File: src/rtl/ddr_arb_pkg.sv
// ddr_arb_pkg: shared types and defaults for the ddr port arbiter
package ddr_arb_pkg;
  typedef enum logic [1:0] {IDLE, ISSUE, WAIT, DONE} state_t;
  localparam int ADDR_W_DEF = 19;
  localparam int DATA_W_DEF = 8;
  localparam int TIMEOUT_DEF = 32;
  localparam int CNT_W = 8;
endpackage

File: src/rtl/rr_arb2.sv
// rr_arb2: two-input round-robin picker favouring the port not served last
module rr_arb2 (
  input  logic       clk,
  input  logic       rst,
  input  logic [1:0] req,
  input  logic       last,
  input  logic       update,
  output logic [1:0] gnt
);
  logic last_q, last_d;
  always_comb begin
    last_d = update ? last : last_q;
    gnt = (req == 2'b11) ? (last_q ? 2'b01 : 2'b10) : req;
  end
  always_ff @(posedge clk) begin
    if (rst) last_q <= 1'b1;
    else last_q <= last_d;
  end
endmodule

File: src/rtl/ddr_port_arbiter.sv
// ddr_port_arbiter: round-robin two-port sequencer for ddr_sim port A
module ddr_port_arbiter
  import ddr_arb_pkg::*;
#(
  parameter int ADDR_W = ADDR_W_DEF,
  parameter int DATA_W = DATA_W_DEF,
  parameter int TIMEOUT = TIMEOUT_DEF
) (
  input  logic              clk,
  input  logic              rst,
  input  logic              req_0,
  input  logic              we_0,
  input  logic [ADDR_W-1:0] addr_0,
  input  logic [DATA_W-1:0] wdata_0,
  output logic              ack_0,
  output logic              err_0,
  output logic [DATA_W-1:0] rdata_0,
  input  logic              req_1,
  input  logic              we_1,
  input  logic [ADDR_W-1:0] addr_1,
  input  logic [DATA_W-1:0] wdata_1,
  output logic              ack_1,
  output logic              err_1,
  output logic [DATA_W-1:0] rdata_1,
  output logic [ADDR_W-1:0] mem_addr,
  output logic [DATA_W-1:0] mem_wdata,
  output logic              mem_we,
  input  logic [DATA_W-1:0] mem_q,
  input  logic              mem_rdy_we,
  input  logic              mem_rdy_re
);
  state_t state_q, state_d;
  logic sel_q, sel_d, we_q, we_d, err_q, err_d, done;
  logic [ADDR_W-1:0] addr_q, addr_d;
  logic [DATA_W-1:0] wdata_q, wdata_d, rdata0_q, rdata0_d, rdata1_q, rdata1_d;
  logic [CNT_W-1:0] cnt_q, cnt_d;
  logic [1:0] gnt;
  rr_arb2 u_arb (
    .clk(clk),
    .rst(rst),
    .req({req_1, req_0}),
    .last(sel_q),
    .update(state_q == DONE),
    .gnt(gnt)
  );
  assign done = we_q ? mem_rdy_we : mem_rdy_re;
  always_comb begin
    state_d = state_q;
    sel_d = sel_q;
    we_d = we_q;
    addr_d = addr_q;
    wdata_d = wdata_q;
    cnt_d = cnt_q;
    err_d = err_q;
    rdata0_d = rdata0_q;
    rdata1_d = rdata1_q;
    case (state_q)
      IDLE: if (req_0 || req_1) begin
        state_d = ISSUE;
        sel_d = gnt[1];
        we_d = gnt[1] ? we_1 : we_0;
        addr_d = gnt[1] ? addr_1 : addr_0;
        wdata_d = gnt[1] ? wdata_1 : wdata_0;
        err_d = 1'b0;
      end
      ISSUE: begin
        state_d = WAIT;
        cnt_d = '0;
      end
      WAIT: if (done) begin
        state_d = DONE;
        rdata0_d = (!we_q && !sel_q) ? mem_q : rdata0_q;
        rdata1_d = (!we_q && sel_q) ? mem_q : rdata1_q;
      end else if (cnt_q == CNT_W'(TIMEOUT)) begin
        state_d = DONE;
        err_d = 1'b1;
      end else begin
        cnt_d = cnt_q + 1'b1;
      end
      default: state_d = IDLE;
    endcase
  end
  always_ff @(posedge clk) begin
    if (rst) begin
      state_q <= IDLE;
      sel_q <= 1'b0;
      we_q <= 1'b0;
      addr_q <= '0;
      wdata_q <= '0;
      cnt_q <= '0;
      err_q <= 1'b0;
      rdata0_q <= '0;
      rdata1_q <= '0;
    end else begin
      state_q <= state_d;
      sel_q <= sel_d;
      we_q <= we_d;
      addr_q <= addr_d;
      wdata_q <= wdata_d;
      cnt_q <= cnt_d;
      err_q <= err_d;
      rdata0_q <= rdata0_d;
      rdata1_q <= rdata1_d;
    end
  end
  assign mem_addr = addr_q;
  assign mem_wdata = wdata_q;
  assign mem_we = (state_q == ISSUE) && we_q;
  assign ack_0 = (state_q == DONE) && !sel_q;
  assign ack_1 = (state_q == DONE) && sel_q;
  assign err_0 = ack_0 && err_q;
  assign err_1 = ack_1 && err_q;
  assign rdata_0 = rdata0_q;
  assign rdata_1 = rdata1_q;
endmodule

File: config.mk
export PLATFORM = sky130hd
export DESIGN_NAME = ddr_port_arbiter
export DESIGN_NICKNAME = d
export VERILOG_FILES = /design/src/rtl/ddr_arb_pkg.sv /design/src/rtl/rr_arb2.sv /design/src/rtl/ddr_port_arbiter.sv
export SDC_FILE = /design/constraint.sdc
export NUM_CORES = 1
export LEC_CHECK = 0
export BUFFER_PORTS_ARGS = -buffer_cell sky130_fd_sc_hd__buf_4
export CAP_MARGIN = 20
export CELL_PAD_IN_SITES_DETAIL_PLACEMENT = 0
export CELL_PAD_IN_SITES_GLOBAL_PLACEMENT = 1
export CORE_MARGIN = 2
export CORE_UTILIZATION = 33
export CTS_CLUSTER_DIAMETER = 120
export CTS_CLUSTER_SIZE = 20
export DETAILED_ROUTE_END_ITERATION = 12
export PLACE_DENSITY_LB_ADDON = 0.08
export SLEW_MARGIN = 15
export SYNTH_ARGS = -nofsm -noshare
export SYNTH_HDL_FRONTEND = slang
export SYNTH_SLANG_ARGS = --single-unit
File: constraint.sdc
create_clock -name clk -period 2.28 [get_ports clk]
set_clock_uncertainty 0.1 [all_clocks]
set_input_delay 0.342 -clock clk [delete_from_list [all_inputs] [get_ports clk]]
set_output_delay 0.342 -clock clk [all_outputs]
set_load 0.02 [all_outputs]
==> flow_summary.toml <==
[routing]
drt_first_pass_iters = 4
drt_wl_total_um = 6580
drc = 0
ant_nets = 0
wl_per_cell_um = 12.7
via_count = 2441
drtIter0Drc = 38
vias_per_cell = 4.72

[grt]
grt_first_pass_wirelength_um = 10700
grtUsageTotal_pct = 15.8
grt_pass1_vias = 2299
grt_max_degree = 40
overflow = 0
grt_antenna_before_repair = 0

[logic_synthesis]
synth_area_leaders = "dfxtp_1 44%, mux2i_1 11%, a211oi_1 8.2%"
synth_compound_area_share_pct = 18.4
yosysTopAreaCell = "dfxtp_1"
synth_area_um2 = 2580
synth_top_family_by_area = "simple AND/OR/NAND/NOR gates"
synthAdderAreaFrac_pct = 2.91
syn_inst = 291
ys_warn_count = 0
syn_avg_cell_area_um2 = 8.85
synth_xor_xnor_area_share_pct = 0
synth_cell_types = 43
syn_nets = 367
synthSimpleGateAreaFrac_pct = 18.6
synthMuxAreaShare_pct = 11.7
synth_top_area_share_pct = 44.3
seq_area_frac_synth_pct = 44.3
synth-seq-cells = 57

[timing]
fin_crit_sh_pct = 78.5
hold_viol = 0
rsz0062_at_grt = "no"
drv_slew = 0
worst_pin_slew_ns = 0.545
layout_min_cycle_time_ns = 1.79
slew_headroom_pct = 62.6
setup_viol = 0
fmax_ghz = 0.559
setup_tns_ns = 0

[layout]
final_core_util_pct = 49.9
diodes = 0
register_area_um2 = 1140
drive_gt1_share_pct = 36.4
multiInputGateArea_um2 = 1350
area_growth_pct = 48.0
fillCellCount = 774
finalNetCount = 486

[job]
max-cap-violations = 0

[cts]
post_cts_resized = 0
cts_sinks = 57
insertion_delay_ns = 0.32
clockBufferDepth = 2
tritoncts = "done"
path_clk_slew_ns = 0.06
hold_buffers = 0
cts-root-buf = "clkbuf_8"
cts_buffers = 9
h-tree-depth = 3
cts_setup_buffers = 0

[setup_path]
critPathSlowestCell = "ha_1"
worst_path_largest_cell_delay_ns = 0.34
crit_chain = "inv_1 -> ha_1 -> nor2b_1 -> o211ai_1 -> nor3_1 -> o22a_1"
r2r.worst_path.cells = 6
arrival_ns = 1.96
crit_path_end_kind = "flip-flop"
start_kind = "flip-flop"
worstPathMaxFanout = 9
critPathKind = "flip-flop to flip-flop"
worstPathRequired_ns = 2.45
reg2reg_from = "state_q[0]"
r2r_setup_slack_ns = 0.49
regToRegEndpoint = "cnt_q[7]"

[pwr]
peakVddDrop_uv = 384
leakagePower_nw = 1.66
p_per_area_nw_per_um2 = 1040

[worst_hold_path]
min_to = "rdata_1[0]"
hold_path.class = "primary input to flip-flop"
min_from = "mem_q[0]"
min_path_cells = 3

[placement]
numPortBuffers = 117
gp_congestion = 0.722
place_hpwl_um = 4920

[floorplan]
rows = 32
die_w_um = 92.4
die_h_um = 92.4
ioPinCount = 118
core_area_um2 = 7650
start_util_pct = 33.7
die-area_um2 = 8530

[run_status]
run_status = "completed"
## layout make-up
cell class	instances	area share (%)
Clock inverter	5	2.07
Multi-Input combinational cell	208	35.3
Timing Repair Buffer	126	24.8
Sequential cell	57	29.9
Tap cell	102	3.35
Inverter	8	0.788
Clock buffer	11	3.71
## logic make-up after synthesis
logic type	after synthesis
mux	30
simple gates	104
flops	57
fa+ha+maj	6
buf+inv	26
compound gates	68
## cells in the mapped netlist, drive strengths merged
library cell	instances
and2	1
a21oi	22
o21ai	2
o31ai	2
mux2i	29
nand3b	2
a22o	1
mux2	1
dfxtp	57
nand3	4
a2111oi	1
inv	8
clkbuf	10
nor3b	1
nor3	4
or2	1
buf	8
nor2	36
a2bb2oi	1
nor2b	3
nand4bb	1
nand2	40
nand4	2
or3	3
nand4b	1
ha	6
nand2b	2
a21o	2
a211oi	28
o22a	2
o211a	1
a211o	2
and3	3
o211ai	2
a21boi	1
o22ai	1
## worst max-delay path: cells and delay by family (launching register included)
kind	cells	cell delay, ns
AO/OA/AOI/OAI	2	0.36
flip-flops	1	0.33
AND/OR/NAND/NOR	2	0.51
buffers and inverters	1	0.10
adder cells (fa/ha/maj)	1	0.34
## report_power, final
part	internal [W]	switching, W	total (W)
Combinational	0.000690	0.000876	0.00157
Clock	0.000644	0.000401	0.00104
Sequential	0.00123	0.000133	0.00136
Total	0.00256	0.00141	0.00397
## layer usage
layer	global-route usage (%)	up-vias	wire length [um]
met3	7.24	6	588
met4	5.22	0	74
li1	-	1272	-
met2	25.1	75	2940
met1	18.9	1088	2980
met5	0	-	0
## state kept, by name (all words and copies together) (netlist names)
signal        cells
mem_addr         19
cnt_q             8
mem_wdata         8
rdata_0           8
rdata_1           8
state_q           2
err_q             1
sel_q             1
u_arb.last_q      1
we_q              1
## worst max path at each step
stage	from	endpoint	cells past startpoint
final	state_q[0]	cnt_q[7]	6
after global routing	cnt_q[0]	err_q	6
after floorplan	state_q[0]	rdata_1[0]	8
after CTS	state_q[0]	cnt_q[7]	6
after detailed placement	state_q[0]	cnt_q[7]	6
after global placement	cnt_q[0]	cnt_q[0]	6
## metrics by stage
step | power (W) | instances | hold slack [ns] | worst slack [ns] | instance area (um^2)
floorplan | 0.00234 | 291 | 0.336 | 0.554 | 2580
global placement | 0.00296 | 501 | 0.343 | 0.535 | 3590
detailed placement | 0.00297 | 501 | 0.348 | 0.487 | 3590
CTS | 0.00404 | 517 | 0.154 | 0.476 | 3810
global route | 0.00425 | 517 | 0.153 | 0.272 | 3810
finish | 0.00397 | 517 | 0.169 | 0.491 | 3810
## layout by cell type, fill, tap and decap left out, drive strengths merged, types with 6 or more instances in the layout
cell type  count
a211oi        28
ha             6
inv            8
nand2         40
a21oi         22
dfxtp         57
mux2i         29
buf          126
nor2          36
clkbuf        11
Power figures use the tool's default switching activity.
